## src/rtl/pilha_retorno_if.sv

```systemverilog
// Decode-side bundle for the return-address stack: link/return requests in,
// predicted return target and occupancy status out.
interface pilha_retorno_if #(
    parameter int unsigned LARGURA      = 32,
    parameter int unsigned PROFUNDIDADE = 8
);
    localparam int unsigned NIVEL_W = $clog2(PROFUNDIDADE + 1);

    logic               jal;
    logic               jalr;
    logic [LARGURA-1:0] endereco_retorno;
    logic               retorno;
    logic               limpar;
    logic [LARGURA-1:0] topo;
    logic               valido;
    logic               vazia;
    logic               cheia;
    logic [NIVEL_W-1:0] nivel;

    // Decode stage drives requests and consumes the prediction
    modport master (
        output jal, jalr, endereco_retorno, retorno, limpar,
        input  topo, valido, vazia, cheia, nivel
    );

    // The stack consumes requests and presents the prediction
    modport slave (
        input  jal, jalr, endereco_retorno, retorno, limpar,
        output topo, valido, vazia, cheia, nivel
    );
endinterface

```

## src/rtl/pilha_retorno.sv

```systemverilog
// Return-address stack fed by link writes to $30, popped on returns.
// Optional overflow/underflow counters under PILHA_RETORNO_ESTATISTICA_EN.
module pilha_retorno #(
    parameter int unsigned LARGURA      = 32,
    parameter int unsigned PROFUNDIDADE = 8
) (
    input  logic            clock,
    input  logic            reset,
    pilha_retorno_if.slave  bus
`ifdef PILHA_RETORNO_ESTATISTICA_EN
    ,
    output logic [15:0]     contador_estouro,
    output logic [15:0]     contador_vazio
`endif
);
    localparam int unsigned PTR_W   = $clog2(PROFUNDIDADE);
    localparam int unsigned NIVEL_W = $clog2(PROFUNDIDADE + 1);

    logic [LARGURA-1:0] mem [PROFUNDIDADE];
    logic [PTR_W-1:0]   ptr;
    logic [PTR_W-1:0]   ptr_d;
    logic [PTR_W-1:0]   ptr_topo;
    logic [NIVEL_W-1:0] nivel;
    logic [NIVEL_W-1:0] nivel_d;
    logic               push;
    logic               pop;
    logic               vazia_int;
    logic               cheia_int;
    logic               wr_en;
    logic [PTR_W-1:0]   wr_addr;
    logic               estouro;
    logic               vazio_ev;

    assign push      = bus.jal | bus.jalr;
    assign pop       = bus.retorno;
    assign ptr_topo  = ptr - PTR_W'(1);
    assign vazia_int = (nivel == NIVEL_W'(0));
    assign cheia_int = (nivel == NIVEL_W'(PROFUNDIDADE));

    // Next-state decode: limpar beats push/pop; push+pop on a live top rewrites it
    always_comb begin
        ptr_d    = ptr;
        nivel_d  = nivel;
        wr_en    = 1'b0;
        wr_addr  = ptr;
        estouro  = 1'b0;
        vazio_ev = 1'b0;
        if (bus.limpar) begin
            ptr_d   = '0;
            nivel_d = '0;
        end else if (push && pop && !vazia_int) begin
            wr_en   = 1'b1;
            wr_addr = ptr_topo;
        end else if (push) begin
            wr_en   = 1'b1;
            wr_addr = ptr;
            ptr_d   = ptr + PTR_W'(1);
            if (cheia_int) begin
                estouro = 1'b1;
            end else begin
                nivel_d = nivel + NIVEL_W'(1);
            end
        end else if (pop) begin
            if (vazia_int) begin
                vazio_ev = 1'b1;
            end else begin
                ptr_d   = ptr_topo;
                nivel_d = nivel - NIVEL_W'(1);
            end
        end
    end

    // Pointer and occupancy state
    always_ff @(posedge clock) begin
        if (!reset) begin
            ptr   <= '0;
            nivel <= '0;
        end else begin
            ptr   <= ptr_d;
            nivel <= nivel_d;
        end
    end

    // Entry storage is never cleared; occupancy alone decides what is live
    always_ff @(posedge clock) begin
        if (reset && wr_en) begin
            mem[wr_addr] <= bus.endereco_retorno;
        end
    end

    assign bus.topo   = vazia_int ? '0 : mem[ptr_topo];
    assign bus.valido = !vazia_int;
    assign bus.vazia  = vazia_int;
    assign bus.cheia  = cheia_int;
    assign bus.nivel  = nivel;

`ifdef PILHA_RETORNO_ESTATISTICA_EN
    // Saturating event counters; survive limpar, cleared only by reset
    always_ff @(posedge clock) begin
        if (!reset) begin
            contador_estouro <= '0;
            contador_vazio   <= '0;
        end else begin
            if (estouro && (contador_estouro != 16'hFFFF)) begin
                contador_estouro <= contador_estouro + 16'd1;
            end
            if (vazio_ev && (contador_vazio != 16'hFFFF)) begin
                contador_vazio <= contador_vazio + 16'd1;
            end
        end
    end
`else
    logic eventos_nao_usados;
    assign eventos_nao_usados = estouro ^ vazio_ev;
`endif

endmodule

```

## src/flat_wrapper.sv

```systemverilog
// flat-port wrapper written by rule: the top's interface ports become plain ports
module pilha_retorno_flat 
#(
    parameter int unsigned LARGURA      = 32,
    parameter int unsigned PROFUNDIDADE = 8
)
  (clock, reset, bus_jal, bus_jalr, bus_endereco_retorno, bus_retorno, bus_limpar, bus_topo, bus_valido, bus_vazia, bus_cheia, bus_nivel);
  pilha_retorno_if #(.LARGURA(LARGURA), .PROFUNDIDADE(PROFUNDIDADE)) bus_i ();
  input  logic clock;
  input  logic reset;
  input wire logic [$bits(bus_i.jal)-1:0] bus_jal;
  input wire logic [$bits(bus_i.jalr)-1:0] bus_jalr;
  input wire logic [$bits(bus_i.endereco_retorno)-1:0] bus_endereco_retorno;
  input wire logic [$bits(bus_i.retorno)-1:0] bus_retorno;
  input wire logic [$bits(bus_i.limpar)-1:0] bus_limpar;
  output wire logic [$bits(bus_i.topo)-1:0] bus_topo;
  output wire logic [$bits(bus_i.valido)-1:0] bus_valido;
  output wire logic [$bits(bus_i.vazia)-1:0] bus_vazia;
  output wire logic [$bits(bus_i.cheia)-1:0] bus_cheia;
  output wire logic [$bits(bus_i.nivel)-1:0] bus_nivel;
  assign bus_i.jal = bus_jal;
  assign bus_i.jalr = bus_jalr;
  assign bus_i.endereco_retorno = bus_endereco_retorno;
  assign bus_i.retorno = bus_retorno;
  assign bus_i.limpar = bus_limpar;
  assign bus_topo = bus_i.topo;
  assign bus_valido = bus_i.valido;
  assign bus_vazia = bus_i.vazia;
  assign bus_cheia = bus_i.cheia;
  assign bus_nivel = bus_i.nivel;
  pilha_retorno #(.LARGURA(LARGURA), .PROFUNDIDADE(PROFUNDIDADE)) u_core (.clock(clock), .reset(reset), .bus(bus_i));
endmodule
```

## config.mk

```make
export PLATFORM = sky130hd
export DESIGN_NAME = pilha_retorno_flat
export DESIGN_NICKNAME = d
export VERILOG_FILES = /design/src/rtl/pilha_retorno_if.sv /design/src/rtl/pilha_retorno.sv /design/src/flat_wrapper.sv
export SDC_FILE = /design/constraint.sdc
export NUM_CORES = 1
export LEC_CHECK = 0
export BUFFER_PORTS_ARGS = -buffer_cell sky130_fd_sc_hd__clkbuf_2
export CAP_MARGIN = 5
export CORE_MARGIN = 2
export CORE_UTILIZATION = 35
export DETAILED_ROUTE_END_ITERATION = 16
export GPL_TIMING_DRIVEN = 0
export PLACE_DENSITY = 0.53
export SETUP_SLACK_MARGIN = 0.05
export SLEW_MARGIN = 20
export SYNTH_ARGS = -nofsm -noshare
export SYNTH_HDL_FRONTEND = slang
export SYNTH_SLANG_ARGS = --single-unit
```

## constraint.sdc

```tcl
create_clock -name clock -period 6 [get_ports clock]
set_input_delay 1.2 -clock clock [delete_from_list [all_inputs] [get_ports clock]]
set_output_delay 1.2 -clock clock [all_outputs]
set_load 0.01 [all_outputs]
```

## Word level (Yosys, flattened, before mapping)

Memory sizes are Yosys's and may differ from the RTL's.
Cells that the tools add are included.

| storage, ports and cells | value |
|---|---|
| output and inout bits | 39 |
| word-level logic and storage cells | 37 |
| memory bits (writable) | 256 |
| bits of input ports | 38 |
| memories kept | 1 |
| register bits after elaboration | 7 |
| latch bits | 0 |
| memory bits (read-only) | 0 |

Memory list:

| name | words | width | rd ports | clocked after Yosys merged registers in | write ports | line | RTL |
|---|---|---|---|---|---|---|---|
| u_core.mem | 8 | 32 | 1 | 0 | 1 | pilha_retorno.sv:19 | `logic [LARGURA-1:0] mem [PROFUNDIDADE];` |

| cells by class | value |
|---|---|
| multipliers | 0 |
| reduce and logical (&&, ||, !) cells | 9 |
| divide/modulo/power cells | 0 |
| multiplexer cells | 15 |
| add/sub/neg operators | 4 |
| shift-type cells | 0 |
| bitwise operators | 3 |
| order comparisons | 0 |
| eq/ne operators | 3 |

Operator list:

| operator | number |
|---|---|
| $mux 32 | 1 |
| $mux 4 | 4 |
| $mux 3 | 5 |
| $mux 1 | 5 |
| $add 4x1->4 const B | 1 |
| $eq 4x4->1 const B | 1 |
| $logic_not 4->1 | 1 |
| $reduce_and 4->1 | 1 |
| $sub 4x1->4 const B | 1 |
| $add 3x1->3 const B | 1 |
| $logic_and 1x1->1 | 3 |
| $reduce_and 3->1 | 1 |
| $sub 3x1->3 const B | 1 |
| $ne 2x1->1 const B | 1 |
| $ne 2x2->1 const B | 1 |
| $not 1->1 | 2 |
| $reduce_bool 2->1 | 1 |
| $reduce_or 2->1 | 1 |
| $logic_not 1->1 | 1 |
| $or 1x1->1 | 1 |

## Longest topological paths before layout

Gate-level depths: netlist of the first run.

| depth | value |
|---|---|
| depth in word-level cells | 8 |
| depth in mapped cells | 9 |

## Worst setup path before layout of the first run

No wires, ideal clock.

| path | value |
|---|---|
| kind | input to register |
| start point | input bus_jalr |
| end point | memory u_core.mem[3][0], enable pin |
| arrival | 4.494 ns |
| path buffers | 1 |
| library setup time | 0.461 ns |
| cell stages on the path | 6 |
| slack | 1.045 ns |
| path through | or2_2 -> clkbuf_1 -> inv_1 -> nor4b_1 -> xor2_1 -> nor3_1 |

| between the ends | value |
|---|---|
| cells in the longest elaborated chain, start to end | 8 |

Ends and longest elaborated chain:

| element | line | RTL |
|---|---|---|
| from (decl) | flat_wrapper.sv:12 | `input wire logic [$bits(bus_i.jalr)-1:0] bus_jalr;` |
| $or 1x1->1 * | pilha_retorno.sv:34 | `assign push = bus.jal \| bus.jalr;` |
| $logic_and 1x1->1 (2 in a row) | pilha_retorno.sv:51 | `end else if (push && pop && !vazia_int) begin` |
| $mux 1 | pilha_retorno.sv:51 |  |
| $mux 1 | pilha_retorno.sv:48 | `if (bus.limpar) begin` |
| $logic_and 1x1->1 | pilha_retorno.sv:86 | `if (reset && wr_en) begin` |
| $mux 1 | pilha_retorno.sv:86 |  |
| $mux 1 (implied by the code) | pilha_retorno.sv:87 | `mem[wr_addr] <= bus.endereco_retorno;` |
| to (decl) | pilha_retorno.sv:19 |  |

Mark *: on every way between the ends. The rest lies on a longest branch, timed or not.

## Final worst setup path of the first run

| path | value |
|---|---|
| start point | register u_core.ptr[0] |
| end point | output bus_topo[21] |

| between the ends | value |
|---|---|
| cells in the longest elaborated chain, start to end | 3 |

Ends and longest elaborated chain:

| element | line | RTL |
|---|---|---|
| from (decl) | pilha_retorno.sv:20 | `logic [PTR_W-1:0] ptr;` |
| from (signal assigned) | pilha_retorno.sv:79 | `ptr <= ptr_d;` |
| $sub 3x1->3 | pilha_retorno.sv:36 | `assign ptr_topo = ptr - PTR_W'(1);` |
| $mem_v2 8x32 | - |  |
| $mux 32 | pilha_retorno.sv:91 | `assign bus.topo = vazia_int ? '0 : mem[ptr_topo];` |
| to (decl) | flat_wrapper.sv:16 | `output wire logic [$bits(bus_i.topo)-1:0] bus_topo;` |

No other way between the ends.

==> metrics.md, run 1 <==
| Metric | Value |
|---|---|
| Status | `finished clean` |
| Effective utilization at floorplan | `0.357` |
| GPL Wtd Cong | `0.728` |
| Synth Area in Compound Gates | `0.0290` |
| Synth async-reset ratio | `0` |
| Final core occ | `0.429` |
| #FFs+latches synth | `263` |
| Global Route Usage Sum | `0.154` |
| R2R Path Start | `u_core.ptr[0]` |
| CTS HTree Levels | `1` |
| Via density | `4.98` |
| Final setup violation count | `0` |
| Die area | `30,900 um^2` |
| Class of the most critical setup path | `reg2out` |
| Hold Crit Class | `reg2reg` |
| Post-synthesis xor/xnor area fraction | `0.00679` |
| Synth top area share | `0.745` |
| Fin crit period | `5100 ps` |
| Post-synth top area cell | `edfxtp_1` |
| Dpl cells | `1,022` |
| Top Ports | `77` |
| CP required | `4800 ps` |
| Synth Instances | `523` |
| CP max stage cell | `buf_1` |
| # resized after CTS | `0` |
| RSZ-0062 raised after global routing | `no` |
| Peak supply drop | `0.218 mV` |
| Cell Pwr Density | `332 nW/um^2` |
| Longest Clk Path Bufs | `3` |
| Clock Latency Late Sink | `530 ps` |
| Final ANT Viol Nets | `0` |
| Mapped Area | `10,300 um^2` |
| Count of routing violations after the opening detailed-route iteration | `377` |
| Pleak | `0.00413 uW` |
| Max Used Layer | `met4` |
| CTS sink cnt | `263` |
| GRT overflow | `0` |
| WL per Instance | `21.7 um` |
| Hold Fails Final Rpt | `0` |
| Post-Synth Adder-Cell Area | `0.00679` |
| Crit-path max FO | `10` |
| Wire length on met1 | `9990 um` |
| Max Slew Vio Count | `0` |
| Share of layout cells above drive strength 1 | `0.343` |
| Hold_sp | `u_core.bus.nivel[0]` |
| Tcrit/Tclk final | `0.850` |
| Worst hold slack | `620 ps` |
| Initial antenna violation count | `0` |
| Worst Skew | `10.9 ps` |
| Yosys cell types | `40` |
| Max-slew headroom | `0.280` |
| Setup Buffers After CTS | `0` |
| CP Capture Type | `output pin` |
| CP bufs+invs | `6` |
| Nets | `711` |
| Number of global-route vias before repair | `5,692` |
| Area after DPL | `11,500 um^2` |
| First-pass GRT wire length | `35,200 um` |
| Sequence of cells on the critical path | `buf_2 > inv_1 > ha_1 > clkbuf_1 > clkbuf_1 > buf_1 > mux4_2 > nand2_1 > a21oi_1 > clkbuf_2` |
| # hold bufs at CTS | `0` |
| CP dominant cell by count | `clkbuf_1` |
| Main combinational cell family by area after synthesis | `multiplexers` |
| Multi-input combinational cell area | `2390 um^2` |
| Multiplexer share of the synthesized area | `0.143` |
| Syn_area_per_cell | `19.7 um^2` |
| Worst stage delay on the critical path | `620 ps` |
| Max-cap viol count | `0` |
| Synth area leaders | `edfxtp_1, mux4_2, nand2_1, a21oi_1, dfxtp_1` |
| Pre-antenna DRT Iters | `4` |
| CORE AREA | `28,900 um^2` |
| Fin cells | `1,075` |
| Delay-heaviest family, CP | `buffers and inverters` |
| Vias | `5,354` |
| Reg area | `7830 um^2` |
| IO Port Bufs | `76` |
| Detailed Place HPWL | `16,000 um` |
| Die Y | `176 um` |
| Detailed Route WL | `23,300 um` |
| CTS clock-pin slew for the worst setup and hold paths | `70 ps` |
| # rows | `62` |
| EDFF count, synth | `256` |
| Slew @ Worst Pin | `1070 ps` |
| Area Overhead vs Synth | `20.1%` |
| CTS Buf Count | `28` |
| Sequential area share after synthesis | `0.759` |
| Achievable Freq | `0.196 GHz` |
| Post-Syn Nets | `566` |
| TNS Setup | `0 ps` |
| Yosys Warn Count | `0` |
| Simple-gate area share of the yosys netlist | `0.0429` |
| Fillers | `2,569` |
| Design Area, Final | `12,400 um^2` |
| Largest net degree at the start of global routing | `14` |
| DR WL met2 | `11,700 um` |
| Worst setup startpoint | `u_core.ptr[0]` |
| Clock root cell | `clkbuf_16` |
| Crit path DAT | `3900 ps` |
| CP Launch Type | `flip-flop` |
| CTS tree | `built` |
| Met3 WL | `1280 um` |
| Ys flop type | `edfxtp_1` |
| # DRC | `0` |
| Chip Width | `176 um` |
power breakdown:
part,leakage (uW),total [uW],switching (uW),internal [uW]
sequential,0.00237,2060,11.2,2050
clock,0.000409,1590,663,923
combinational,0.00135,459,281,179
kinds of logic (layout without fill, tap and decap cells):
kind of cell    Yosys count  count (layout)
flops                   263             263
simple gates             99              99
mux                      67              67
compound gates           48              48
buf+inv                  33             200
xor+xnor                  8               8
fa+ha+maj                 5               5
other cells               0               1
metal layers:
metal,GRT usage,vias to the layer above
met5,0,-
met4,0.0286,0
met3,0.0249,25
met2,0.266,133
met1,0.208,2780
li1,-,2416
worst paths after layout:
kind	endpoint	slack, ps	cells past startpoint
max	bus_topo[21]	900	10
min reg2reg	u_core.bus.nivel[0]	620	2
max reg2reg	u_core.mem[0][20]	2280	9
min	u_core.bus.nivel[0]	620	2
Yosys cell counts, types with 2 or more instances:
cell type / instances
nor4b_1: 2
mux2i_1: 3
dfxtp_1: 7
nor2_1: 3
o31ai_1: 2
nand3_1: 3
buf_2: 7
clkbuf_1: 15
a211oi_1: 2
o21ai_0: 3
xnor2_1: 5
buf_1: 5
inv_1: 6
a21oi_1: 34
edfxtp_1: 256
xor2_1: 3
nor3_1: 10
ha_1: 4
mux4_2: 64
nand2_1: 69
per-stage QoR:
stage	total power, uW	worst slack (ps)
final	4110	900
after global routing	4260	640
after detailed placement	2570	1300
after global placement	2550	-1830
after CTS	4160	721
after floorplan	2380	1050
sequential cells by signal, indices dropped and copies added (netlist names):
signal / flops
u_core.bus.nivel: 4
u_core.mem: 256
u_core.ptr: 3
tightest hold or removal path: stages (launching register included):
cell and delay, ps:
dfxtp_1 400, nand2_1 100, mux2i_1 70
layout by cell type (no fill, tap or decap), types with 2 or more instances in the layout:
master	netlist	routed
a211oi_1	2	2
a21oi_1	34	34
buf_1	5	5
buf_2	7	7
buf_4	0	32
buf_6	0	7
clkbuf_1	15	23
clkbuf_16	0	29
clkbuf_2	0	76
clkinv_1	0	8
clkinv_2	0	4
clkinvlp_4	0	2
dfxtp_1	7	7
edfxtp_1	256	256
ha_1	4	4
inv_1	6	6
mux2i_1	3	3
mux4_2	64	64
nand2_1	69	69
nand3_1	3	3
nor2_1	3	3
nor3_1	10	2
nor3_2	0	8
nor4b_1	2	2
o21ai_0	3	3
o31ai_1	2	2
xnor2_1	5	5
xor2_1	3	3
final cells by class:
type                       count  share of cell area
tap                          384              0.0388
inverter                       6             0.00182
clock buffer                  37              0.0610
buffer                        27             0.00889
sequential                   263               0.632
clock inverter                15             0.00768
timing repair buffer         115              0.0565
multi-input combinational    227               0.193
antenna                        1            0.000202
Power figures use the tool's default switching activity.
==> run 2, diff against run 1 <==
--- a/config.mk
+++ b/config.mk
@@ -10,4 +10,5 @@
 export CORE_MARGIN = 2
 export CORE_UTILIZATION = 35
+export CTS_CLUSTER_DIAMETER = 60
 export DETAILED_ROUTE_END_ITERATION = 16
 export GPL_TIMING_DRIVEN = 0
==> constraint.sdc (replaced) <==
create_clock -name clock -period 6 [get_ports clock]
set_input_delay 0.9 -clock clock [delete_from_list [all_inputs] [get_ports clock]]
set_output_delay 0.9 -clock clock [all_outputs]
set_load 0.01 [all_outputs]
==> metrics.md, run 2 (synthesized netlist as in run 1, its figures left out) <==
| Metric | Value |
|---|---|
| Share of layout cells above drive strength 1 | `0.354 (+0.0101)` |
| CTS sink cnt | `263 (unchanged)` |
| Biggest register | `u_core.mem` |
| CP Launch Type | `flip-flop` |
| Largest net degree at the start of global routing | `15 (+1)` |
| Class of the most critical setup path | `reg2out` |
| CP max stage cell | `buf_1` |
| Final setup violation count | `0 (unchanged)` |
| Clock root cell | `clkbuf_16` |
| Peak supply drop | `0.188 mV (-13%)` |
| Max Slew Vio Count | `0 (unchanged)` |
| # rows | `62 (unchanged)` |
| Power, Total | `4310 uW (+4.9%)` |
| Max reg flops | `256 (unchanged)` |
| Chip Width | `176 um (unchanged)` |
| CP required | `5100 ps (+300 ps)` |
| Max-slew headroom | `0.279 (-0.00141)` |
| Multi-input combinational cell area | `2390 um^2 (unchanged)` |
| Initial antenna violation count | `0 (unchanged)` |
| RSZ-0062 raised after global routing | `no` |
| Effective utilization at floorplan | `0.357 (unchanged)` |
| IO Port Bufs | `76 (unchanged)` |
| Final core occ | `0.433 (+0.00416)` |
| Sequence of cells on the critical path | `buf_2 > inv_1 > ha_1 > clkbuf_1 > clkbuf_1 > buf_1 > mux4_2 > nand2_1 > a21oi_1 > clkbuf_2` |
| Status | `finished clean` |
| # DRC | `0 (unchanged)` |
| Dpl cells | `1,022 (unchanged)` |
| Achievable Freq | `0.209 GHz (+6.4%)` |
| Commonest non-fill, non-tap cell in the layout | `edfxtp_1` |
| Slew @ Worst Pin | `1070 ps (+2.09 ps)` |
| Clock Latency Late Sink | `530 ps (about the same)` |
| CTS tree | `built` |
| Crit-path max FO | `10 (unchanged)` |
| Crit path DAT | `3890 ps (about the same)` |
| Reg area | `7830 um^2 (unchanged)` |
| Area Overhead vs Synth | `21.3%` |
| Top Ports | `77 (unchanged)` |
| Worst stage delay on the critical path | `620 ps (about the same)` |
| # hold bufs at CTS | `0 (unchanged)` |
| Die area | `30,900 um^2 (unchanged)` |
| Longest Clk Path Bufs | `3 (unchanged)` |
| CP bufs+invs | `6 (unchanged)` |
| Hold Crit Class | `reg2reg` |
| Hold Fails Final Rpt | `0 (unchanged)` |
| Fin cells | `1,075 (unchanged)` |
| # resized after CTS | `0 (unchanged)` |
| First-pass GRT wire length | `35,200 um (+0.22%)` |
| GPL Wtd Cong | `0.728 (unchanged)` |
| Setup Buffers After CTS | `0 (unchanged)` |
| Die Y | `176 um (unchanged)` |
| Most frequent cells in the layout | `edfxtp_1, clkbuf_2, nand2_1` |
| Fillers | `2,553 (-0.62%)` |
| CORE AREA | `28,900 um^2 (unchanged)` |
| Worst hold slack | `619 ps (-1.48 ps)` |
| Pleak | `0.00418 uW (+1.3%)` |
| CTS Buf Count | `28 (unchanged)` |
| Detailed Route WL | `23,400 um (+0.40%)` |
| Fin crit period | `4790 ps (-309 ps)` |
| Pre-antenna DRT Iters | `6 (+2)` |
| Delay-heaviest family, CP | `buffers and inverters` |
| Worst Skew | `6.49 ps (-4.42 ps)` |
| Nets | `711 (unchanged)` |
| Final ANT Viol Nets | `0 (unchanged)` |
| Detailed Place HPWL | `16,000 um (unchanged)` |
| Via density | `5.00 (+0.34%)` |
| GRT overflow | `0 (unchanged)` |
| Global Route Usage Sum | `0.154 (about the same)` |
| TNS Setup | `0 ps (unchanged)` |
| Tcrit/Tclk final | `0.799 (-0.0515)` |
| Top flop regs | `u_core.mem (256), u_core.bus.nivel (4), u_core.ptr (3)` |
| CTS clock-pin slew for the worst setup and hold paths | `60 ps (about the same)` |
| CTS HTree Levels | `1 (unchanged)` |
| CP dominant cell by count | `clkbuf_1` |
| WL per Instance | `21.8 um (+0.40%)` |
| Cell Pwr Density | `345 nW/um^2 (+3.9%)` |
| Count of routing violations after the opening detailed-route iteration | `461 (+22%)` |
| Vias | `5,372 (+0.34%)` |
| CP Capture Type | `output pin` |
| Max-cap viol count | `0 (unchanged)` |
| Number of global-route vias before repair | `5,664 (-0.49%)` |
## run 2: changes by cell type in the layout (fill, tap and decap cells not counted), sizes merged
cell	delta
bufinv	+4
clkbuf	-2
clkinv	-5
clkinvlp	+2
inv	+1
## run 2: per-layer routing
layer	up-vias	track usage	wire, um
met1	2805	0.208	10300
met3	25	0.0258	1080
met4	0	0.0272	271
met5	-	0	0
li1	2416	-	-
met2	126	0.265	11800
## run 2: final timing paths
| path | start | end | slack, ps | depth (start not counted) |
|---|---|---|---|---|
| worst min register to register | u_core.bus.nivel[0] | u_core.bus.nivel[0] | 620 | 2 |
| worst max register to register | u_core.ptr[0] | u_core.mem[0][20] | 2290 | 9 |
| worst min-delay path | u_core.bus.nivel[0] | u_core.bus.nivel[0] | 620 | 2 |
| worst max-delay path | u_core.ptr[0] | bus_topo[21] | 1210 | 10 |
## run 2: metrics by stage
step | instance area [um^2] | setup slack (ps)
2_1_floorplan | 10300 | 1350
3_3_place_gp | 11200 | -1530
3_5_place_dp | 11500 | 1600
4_1_cts | 12500 | 983
5_1_grt | 12500 | 921
6_report | 12500 | 1210
## run 2: final cells by class
class,count,share of cell area
diodes,1,0.000200
plain buffers,27,0.00880
clock buffers,35,0.0598
clock inverters,17,0.0178
inverters,6,0.00180
multi-input cells,227,0.191
flip-flops and latches,263,0.626
well taps,384,0.0384
repair buffers,115,0.0559
## run 2: where the power goes
group	switching (uW)	internal [uW]
Clock	685	1100
Sequential	11.3	2050
Combinational	283	179
## run 2: worst reg2reg max path, delay by kind of cell (launching register included)
kind / cells / cell delay [ps]
flip-flops: 1 / 360
AO/OA/AOI/OAI: 1 / 350
adder cells (fa/ha/maj): 1 / 300
AND/OR/NAND/NOR: 1 / 670
buffers and inverters: 6 / 1730
==> run 3, diff against run 2 <==
Clock period 6 ns to 4.9 ns, I/O delays scaled along.
==> metrics.md, run 3 (synthesized netlist as in run 1, its figures left out) <==
| Metric | Value |
|---|---|
| Clock root cell | `clkbuf_16` |
| Power, Total | `5280 uW (+22%)` |
| Peak supply drop | `0.231 mV (+22%)` |
| Class of the most critical setup path | `reg2out` |
| Chip Width | `176 um (unchanged)` |
| Slew @ Worst Pin | `1070 ps (unchanged)` |
| CP Launch Type | `flip-flop` |
| Setup ws final | `442 ps (-766 ps)` |
| Cell Pwr Density | `422 nW/um^2 (+22%)` |
| IO Port Bufs | `76 (unchanged)` |
| Sw Pwr | `1200 uW (+22%)` |
| Worst Skew | `6.43 ps (-0.0572 ps)` |
| Sequence of cells on the critical path | `buf_2 > inv_1 > ha_1 > clkbuf_1 > clkbuf_1 > buf_1 > mux4_2 > nand2_1 > a21oi_1 > clkbuf_2` |
| Biggest register | `u_core.mem` |
| Dpl cells | `1,022 (unchanged)` |
| Max reg flops | `256 (unchanged)` |
| CP max stage cell | `buf_1` |
| Top Ports | `77 (unchanged)` |
| CTS clock-pin slew for the worst setup and hold paths | `60 ps (about the same)` |
| Global Route Usage Sum | `0.154 (unchanged)` |
| P_int | `4080 uW (+22%)` |
| Die area | `30,900 um^2 (unchanged)` |
| Max-cap viol count | `0 (unchanged)` |
| Detailed Route WL | `23,400 um (about the same)` |
| Vias | `5,376 (+0.074%)` |
| Nets | `711 (unchanged)` |
| Crit path DAT | `3720 ps (-170 ps)` |
| Number of global-route vias before repair | `5,664 (unchanged)` |
| Area Overhead vs Synth | `21.3% (about the same)` |
| Flop pwr share | `0.478 (about the same)` |
| R2r worst-path depth | `9 (unchanged)` |
| Sw Ratio | `0.227 (about the same)` |
| Largest net degree at the start of global routing | `15 (unchanged)` |
| # hold bufs at CTS | `0 (unchanged)` |
| Status | `finished clean` |
| Fin cells | `1,075 (unchanged)` |
| Initial antenna violation count | `0 (unchanged)` |
| Pre-CTS WS | `664 ps (-935 ps)` |
| Final setup violation count | `0 (unchanged)` |
| Worst stage delay on the critical path | `590 ps (-30 ps)` |
| Final core occ | `0.433 (about the same)` |
| CP required | `4160 ps (-940 ps)` |
| Setup Buffers After CTS | `0 (unchanged)` |
| WL per Instance | `21.8 um (about the same)` |
| Hold Fails Final Rpt | `0 (unchanged)` |
| Pre-antenna DRT Iters | `6 (unchanged)` |
| Max-slew headroom | `0.279 (unchanged)` |
| Effective utilization at floorplan | `0.357 (unchanged)` |
| CTS HTree Levels | `1 (unchanged)` |
| Pleak | `0.00418 uW (about the same)` |
| Die Y | `176 um (unchanged)` |
| Final ANT Viol Nets | `0 (unchanged)` |
| Detailed Place HPWL | `16,000 um (unchanged)` |
| Clk pwr share | `0.415 (about the same)` |
| Hold Crit Class | `in2reg` |
| Via density | `5.00 (about the same)` |
| CP dominant cell by count | `clkbuf_1` |
| # DRC | `0 (unchanged)` |
| # rows | `62 (unchanged)` |
| CTS tree | `built` |
| Share of layout cells above drive strength 1 | `0.355 (+0.00145)` |
| Clock Latency Late Sink | `530 ps (about the same)` |
| RSZ-0062 raised after global routing | `no` |
| Count of routing violations after the opening detailed-route iteration | `460 (-0.22%)` |
| First-pass GRT wire length | `35,200 um (unchanged)` |
| Tcrit/Tclk final | `0.910` |
| Gate power share | `0.107 (about the same)` |
| CTS Buf Count | `28 (unchanged)` |
| GRT overflow | `0 (unchanged)` |
| Longest Clk Path Bufs | `3 (unchanged)` |
| GPL Wtd Cong | `0.728 (unchanged)` |
| Most frequent cells in the layout | `edfxtp_1, clkbuf_2, nand2_1` |
| Crit-path max FO | `10 (unchanged)` |
| Achievable Freq | `0.224 GHz` |
| Worst hold stages | `1 (-1)` |
| Worst hold slack | `478 ps (-140 ps)` |
| Commonest non-fill, non-tap cell in the layout | `edfxtp_1` |
| CTS sink cnt | `263 (unchanged)` |
| Top flop regs | `u_core.mem (256), u_core.bus.nivel (4), u_core.ptr (3)` |
| Max Slew Vio Count | `0 (unchanged)` |
| CP Capture Type | `output pin` |
| Fin crit period | `4460 ps` |
| # resized after CTS | `1 (+1)` |
| CORE AREA | `28,900 um^2 (unchanged)` |
-- run 3: cell count changes in the layout (fill, tap and decap cells not counted) --
cell   delta
buf_1     -1
buf_2     +1
-- run 3: routing by layer --
layer / part of all wire / track usage
met1: 0.44 / 0.208
met2: 0.50 / 0.265
met3: 0.046 / 0.0258
met4: 0.012 / 0.0272
met5: 0 / 0
-- run 3: worst paths after layout --
path | slack, ps | end | start
setup / recovery | 440 | bus_topo[27] | u_core.ptr[0]
hold / removal | 480 | u_core.mem[5][23] | bus_endereco_retorno[23]
hold reg to reg | 620 | u_core.bus.nivel[0] | u_core.bus.nivel[0]
setup reg to reg | 1190 | u_core.mem[0][20] | u_core.ptr[0]
-- run 3: critical path: cells and delay by family, from the launching register on --
kind	cells	cell delay [ps]
compound gates	1	200
fa+ha+maj	1	300
buf+inv	6	1950
flops	1	360
mux	1	320
simple gates	1	50
-- run 3: area by class of cell --
type                       instances  area, um^2
inverter                           6        22.5
antenna                            1        2.50
clock inverter                    17         223
multi-input combinational        227        2390
fill                            2552       16300
sequential                       263        7830
clock buffer                      35         748
timing repair buffer             115         699
buffer                            27         111
tap                              384         480
-- run 3: power by group through the flow --
stage	Sequential, uW	Clock [uW]	Combinational, uW
3_5_place_dp	2570	0	579
5_1_grt	2530	2320	620
2_1_floorplan	2570	0	336
3_3_place_gp	2580	0	552
4_1_cts	2520	2230	581
6_report	2520	2190	565
-- run 3: metrics by stage --
stage | setup TNS, ps | instance area, um^2
final | 0 | 12500
after global routing | 0 | 12500
after CTS | 0 | 12500
after detailed placement | 0 | 11500
after global placement | -655200 | 11200
after floorplan | 0 | 10300
